[src/rtl/serial_sub32_if.sv]
// Handshake and operand/result bundle between the ALU controller and serial_sub32.
interface serial_sub32_if #(
  parameter int WIDTH = 32
) ();

  logic             start;
  logic [WIDTH-1:0] a;
  logic [WIDTH-1:0] b;
  logic [WIDTH-1:0] d;
  logic             bo;
  logic             ovf;
  logic             zero;
  logic             busy;
  logic             done;

  modport master (
    output start, a, b,
    input  d, bo, ovf, zero, busy, done
  );

  modport slave (
    input  start, a, b,
    output d, bo, ovf, zero, busy, done
  );

endinterface

[src/rtl/serial_sub32.sv]
// Nibble-serial subtractor: d = a - b, one NIB-wide slice per clock.
//
// state  | meaning
// -------+---------------------------------------------------------------
// S_IDLE | waiting for start; results from the last operation held
// S_RUN  | one nibble of a + ~b + carry written into d per cycle
// S_DONE | one-cycle done pulse; d/bo/ovf/zero valid and held afterwards
module serial_sub32 #(
  parameter int WIDTH = 32,
  parameter int NIB   = 4
) (
  input  logic            clk,
  input  logic            reset_n,
  serial_sub32_if.slave   bus
);

  localparam int STEPS = WIDTH / NIB;
  localparam int SW    = (STEPS > 1) ? $clog2(STEPS) : 1;
  localparam logic [SW-1:0] LAST = SW'(STEPS - 1);

  typedef enum logic [1:0] {
    S_IDLE = 2'd0,
    S_RUN  = 2'd1,
    S_DONE = 2'd2
  } state_t;

  state_t           state_q;
  state_t           state_d;

  logic [WIDTH-1:0] a_q;
  logic [WIDTH-1:0] b_q;
  logic [WIDTH-1:0] d_q;
  logic [WIDTH-1:0] d_nxt;
  logic [SW-1:0]    step_q;
  logic             carry_q;
  logic             bo_q;
  logic             ovf_q;
  logic             zero_q;

  logic [NIB-1:0]   a_nib;
  logic [NIB-1:0]   b_nib;
  logic [NIB-1:0]   slice_s;
  logic             slice_c;

  // Single combinational slice: pick nibble `step` of each operand, add with
  // inverted subtrahend and running carry, and merge the sum into a copy of d.
  always_comb begin
    a_nib = '0;
    b_nib = '0;
    for (int i = 0; i < STEPS; i++) begin
      if (step_q == SW'(i)) begin
        a_nib = a_q[NIB*i +: NIB];
        b_nib = b_q[NIB*i +: NIB];
      end
    end
    {slice_c, slice_s} = {1'b0, a_nib} + {1'b0, ~b_nib} + {{NIB{1'b0}}, carry_q};
    d_nxt = d_q;
    for (int i = 0; i < STEPS; i++) begin
      if (step_q == SW'(i)) begin
        d_nxt[NIB*i +: NIB] = slice_s;
      end
    end
  end

  // State register.
  always_ff @(posedge clk) begin
    if (!reset_n) begin
      state_q <= S_IDLE;
    end else begin
      state_q <= state_d;
    end
  end

  // Next-state logic; start is only looked at in IDLE, so no queuing.
  always_comb begin
    state_d = state_q;
    case (state_q)
      S_IDLE:  if (bus.start) state_d = S_RUN;
      S_RUN:   if (step_q == LAST) state_d = S_DONE;
      S_DONE:  state_d = S_IDLE;
      default: state_d = S_IDLE;
    endcase
  end

  // Operand capture, nibble stepping and result flags; flags are taken from
  // d_nxt on the last step so they are valid in the same cycle as done.
  always_ff @(posedge clk) begin
    if (!reset_n) begin
      a_q     <= '0;
      b_q     <= '0;
      d_q     <= '0;
      step_q  <= '0;
      carry_q <= 1'b0;
      bo_q    <= 1'b0;
      ovf_q   <= 1'b0;
      zero_q  <= 1'b0;
    end else begin
      case (state_q)
        S_IDLE: begin
          if (bus.start) begin
            a_q     <= bus.a;
            b_q     <= bus.b;
            d_q     <= '0;
            step_q  <= '0;
            carry_q <= 1'b1;
            bo_q    <= 1'b0;
            ovf_q   <= 1'b0;
            zero_q  <= 1'b0;
          end
        end
        S_RUN: begin
          d_q     <= d_nxt;
          carry_q <= slice_c;
          step_q  <= step_q + 1'b1;
          if (step_q == LAST) begin
            bo_q   <= ~slice_c;
            ovf_q  <= (a_q[WIDTH-1] != b_q[WIDTH-1]) && (d_nxt[WIDTH-1] != a_q[WIDTH-1]);
            zero_q <= (d_nxt == '0);
          end
        end
        default: begin
        end
      endcase
    end
  end

  assign bus.d    = d_q;
  assign bus.bo   = bo_q;
  assign bus.ovf  = ovf_q;
  assign bus.zero = zero_q;
  assign bus.busy = (state_q == S_RUN);
  assign bus.done = (state_q == S_DONE);

endmodule
[src/flat_wrapper.sv]
// flat-port wrapper written by rule: the top's interface ports become plain ports
module serial_sub32_flat 
#(
  parameter int WIDTH = 32,
  parameter int NIB   = 4
)
  (clk, reset_n, bus_start, bus_a, bus_b, bus_d, bus_bo, bus_ovf, bus_zero, bus_busy, bus_done);
  serial_sub32_if #(.WIDTH(WIDTH)) bus_i ();
  input  logic clk;
  input  logic reset_n;
  input wire logic [$bits(bus_i.start)-1:0] bus_start;
  input wire logic [$bits(bus_i.a)-1:0] bus_a;
  input wire logic [$bits(bus_i.b)-1:0] bus_b;
  output wire logic [$bits(bus_i.d)-1:0] bus_d;
  output wire logic [$bits(bus_i.bo)-1:0] bus_bo;
  output wire logic [$bits(bus_i.ovf)-1:0] bus_ovf;
  output wire logic [$bits(bus_i.zero)-1:0] bus_zero;
  output wire logic [$bits(bus_i.busy)-1:0] bus_busy;
  output wire logic [$bits(bus_i.done)-1:0] bus_done;
  assign bus_i.start = bus_start;
  assign bus_i.a = bus_a;
  assign bus_i.b = bus_b;
  assign bus_d = bus_i.d;
  assign bus_bo = bus_i.bo;
  assign bus_ovf = bus_i.ovf;
  assign bus_zero = bus_i.zero;
  assign bus_busy = bus_i.busy;
  assign bus_done = bus_i.done;
  serial_sub32 #(.WIDTH(WIDTH), .NIB(NIB)) u_core (.clk(clk), .reset_n(reset_n), .bus(bus_i));
endmodule
[config.mk]
export PLATFORM = sky130hd
export DESIGN_NAME = serial_sub32_flat
export DESIGN_NICKNAME = d
export VERILOG_FILES = /design/src/rtl/serial_sub32_if.sv /design/src/rtl/serial_sub32.sv /design/src/flat_wrapper.sv
export SDC_FILE = /design/constraint.sdc
export NUM_CORES = 1
export LEC_CHECK = 0
export CORE_MARGIN = 4
export CORE_UTILIZATION = 52
export CTS_BUF_LIST = sky130_fd_sc_hd__clkbuf_16
export DETAILED_ROUTE_END_ITERATION = 7
export GPL_TIMING_DRIVEN = 0
export MAX_ROUTING_LAYER = met4
export PLACE_DENSITY_LB_ADDON = 0.12
export SLEW_MARGIN = 20
export SYNTH_ARGS = -nofsm -noshare
export SYNTH_HDL_FRONTEND = slang
export SYNTH_SLANG_ARGS = --single-unit
[constraint.sdc]
create_clock -name clk -period 5.5 [get_ports clk]
set_input_delay 1.375 -clock clk [delete_from_list [all_inputs] [get_ports clk]]
set_output_delay 1.375 -clock clk [all_outputs]
set_load 0.02 [all_outputs]
==> impl_metrics.json <==
{
  "async_reset_ff_share_pct": 0,
  "clockBufferDepth": 2,
  "num_io_pins": 104,
  "worst_ep_required_time_ns": 5.73,
  "yosysWarningCount": 0,
  "power.total_uw": 1797,
  "dp_cells": 857,
  "core_area_um2": 9371,
  "fin_area_um2": 6548,
  "synth-seq-cells": 105,
  "post_cts_buffers": 0,
  "die_area_um2": 11410,
  "placed_cell_area_um2": 6269,
  "rsz0062_at_grt": "no",
  "fp.dieW_um": 106.8,
  "intPower_uw": 1257,
  "clock-sinks": 105,
  "drt_first_pass_iters": 7,
  "cts_tree": "yes",
  "dr.first_iter.drc_count": 275,
  "clk_latency_ns": 0.35,
  "io_buffers": 103,
  "tns_ns": 0,
  "layout.nets": 817,
  "grt_pass1_wl_um": 23780,
  "drive_above_1_share_pct": 4.307,
  "area_growth_pct": 28.99,
  "gr-total-overflow": 0,
  "cts_buffers": 9,
  "drv_slew": 0,
  "rows": 35,
  "slowest_delay_ns": 0.90,
  "startpoint_type": "flop",
  "vias_per_cell": 5.677,
  "clockRootBuffer": "clkbuf_16",
  "status": "completed",
  "stdcell_count": 872,
  "antenna_cells": 0,
  "seqPwrFrac_pct": 45.7,
  "grt_pass1_vias": 4659,
  "slew_headroom_pct": 25.15,
  "antenna_found_initial": 0,
  "synth_area_leaders": "dfxtp_1 41%, nand2_1 12%, a21boi_0 8.6%, nor2b_1 4.3%, a22oi_1 3.5%",
  "syn_area_per_cell_um2": 8.122,
  "synth_flop_cell": "dfxtp_1",
  "drc": 0,
  "ir_worst_vdd_mv": 0.1807,
  "min_path_type": "reg2reg",
  "layout_min_cycle_time_ns": 5.265,
  "gp_congestion": 0.9638,
  "die_h_um": 106.8,
  "power.density_nw_per_um2": 274.4,
  "drtAntennaViolNets": 0,
  "maxCapViolCount": 0,
  "crit_path_end_kind": "flop",
  "cp_cell_sequence": "buf_4 > clkbuf_1 > inv_1 > ha_1 > clkbuf_1 > clkbuf_2 > a2111oi_0 > a211oi_1 > fa_1 > inv_1 > fa_1 > xnor2_1 > mux2i_1 > a22o_1 > o2111ai_1 > o31ai_1",
  "synthesis.area_um2": 5076,
  "finClkSkew_ns": 0.006580,
  "arrival_ns": 5.50,
  "clk_pin_slew_ns": 0.07,
  "yosys.cell_types.count": 55,
  "setup_violations": 0,
  "ys_seq_area_share_pct": 41.41,
  "dp_hpwl_um": 11540,
  "syn-num-nets": 703,
  "fmax_mhz": 189.9,
  "cp_top_family": "buffers and inverters",
  "switching_share_pct": 30.03,
  "crit_path_top_delay_cell": "xnor2_1",
  "htree_num_levels": 3,
  "clock_power_share_pct": 34.1,
  "crit_type": "reg2reg",
  "wirelength_um": 15350,
  "synth_cells": 625,
  "period_share_pct": 95.72,
  "critPathBufInv": 6,
  "synth_area_leader_cell": "dfxtp_1",
  "crit_fanout": 10,
  "grt_max_degree": 19,
  "hold_violations": 0,
  "p_leak_uw": 0.002364,
  "synth_edf_count": 0,
  "tightest_slew_ns": 1.115,
  "whs_ns": 0.4688,
  "p_comb_share_pct": 20.2,
  "synth_top_area_share_pct": 41.41,
  "vias": 4950,
  "initial_core_util_pct": 54.17,
  "avgRoutedWirePerCell_um": 17.60,
  "grt_use_total_pct": 27.01,
  "p_switching_uw": 539.5
}
==> area by class of cell <==
cell class | instances | area [µm²]
tap | 129 | 161.4
clock inverter | 6 | 51.30
timing repair buffer | 103 | 1031
sequential | 105 | 2102
fill | 814 | 2824
inverter | 9 | 33.78
buffer | 45 | 190.2
multi-input combinational | 466 | 2753
clock buffer | 9 | 225.2
==> path summary, 6_finish.rpt <==
kind	start	endpoint	slack (ns)	depth (start not counted)
worst max-delay path	u_core.step_q[2]	u_core.bus.zero	0.24	16
worst min register to register	u_core.b_q[11]	u_core.b_q[11]	0.47	2
worst min-delay path	u_core.b_q[11]	u_core.b_q[11]	0.47	2
worst max register to register	u_core.step_q[2]	u_core.bus.zero	0.24	16
==> synthesized netlist by cell type (10+ instances only) <==
master    count
o21ai_0      16
dfxtp_1     105
a22oi_1      24
a211oi_1     10
nor2b_1      35
nor3_1       10
nor2_1       25
nand2_1     156
a21boi_0     58
a21oi_1      12
clkbuf_1     35
==> worst register-to-register path: stages, from the launching register on <==
cell       delay [ns]
dfxtp_1          0.39
buf_4            0.21
clkbuf_1         0.26
inv_1            0.12
ha_1             0.40
clkbuf_1         0.47
clkbuf_2         0.36
a2111oi_0        0.15
a211oi_1         0.47
fa_1             0.31
inv_1            0.06
fa_1             0.40
xnor2_1          0.90
mux2i_1          0.21
a22o_1           0.27
o2111ai_1        0.11
o31ai_1          0.08
==> logic make-up after synthesis <==
group	Yosys count	synth area share [%]
adder cells (fa/ha/maj)	11	3.007
flip-flops	105	41.41
AND/OR/NAND/NOR	264	23.61
XOR/XNOR	2	0.4931
AO/OA/AOI/OAI	187	26.72
multiplexers	2	0.3944
buffers and inverters	54	4.363
==> per-layer routing <==
layer / vias to the layer above / wire, µm / GRT usage, %
li1: 2409 / - / -
met1: 2307 / 6553 / 33.46
met2: 205 / 7410 / 44.65
met3: 29 / 1057 / 4.515
met4: 0 / 330 / 9.680
met5: - / 0 / -
==> placed cells by master (no fill, tap or decap), types with 5 or more instances in the layout <==
| cell | n |
|---|---|
| nand2_1 | 156 |
| dfxtp_1 | 105 |
| clkdlybuf4s50_1 | 103 |
| a21boi_0 | 58 |
| nor2b_1 | 35 |
| clkbuf_1 | 33 |
| nor2_1 | 25 |
| a22oi_1 | 24 |
| o21ai_0 | 16 |
| a21oi_1 | 12 |
| nor3_1 | 10 |
| a211oi_1 | 10 |
| and2_1 | 9 |
| o21ai_1 | 9 |
| a21boi_1 | 9 |
| ha_1 | 9 |
| clkbuf_16 | 9 |
| inv_1 | 8 |
| o22ai_1 | 8 |
| nor4_1 | 7 |
| nand2b_1 | 6 |
| buf_2 | 6 |
| a32oi_1 | 6 |
| and3_1 | 5 |
| nand3_1 | 5 |
==> state kept, by name, indices dropped and copies added, names as in the netlist <==
signal,flops
u_core.a_q,32
u_core.b_q,32
u_core.bus.d,32
u_core.step_q,3
u_core.state_q,2
u_core.bus.bo,1
u_core.bus.ovf,1
u_core.bus.zero,1
u_core.carry_q,1
==> through the flow <==
step / setup slack [ns] / util, %
floorplan: 1.636 / -
global placement: 0.3193 / 66.89
detailed placement: 0.2036 / 66.89
CTS: 0.1651 / 69.84
global route: 0.03679 / 69.87
finish: 0.2354 / 69.87
==> power groups by stage <==
stage | logic, µW | registers, µW | clock network [µW]
after floorplan | 206 | 836 | 0
after global placement | 345 | 837 | 0
after detailed placement | 353 | 838 | 0
after CTS | 355 | 820 | 621
after global routing | 389 | 825 | 648
final | 362 | 821 | 613
==> what timing repair did <==
| action | CTS | global route |
|---|---|---|
| resized for setup | 0 | 4 |
| setup endpoints to repair | 0 | 1 |
| hold buffers | 0 | 0 |
Note: power is estimated with default switching activity, not from simulation.
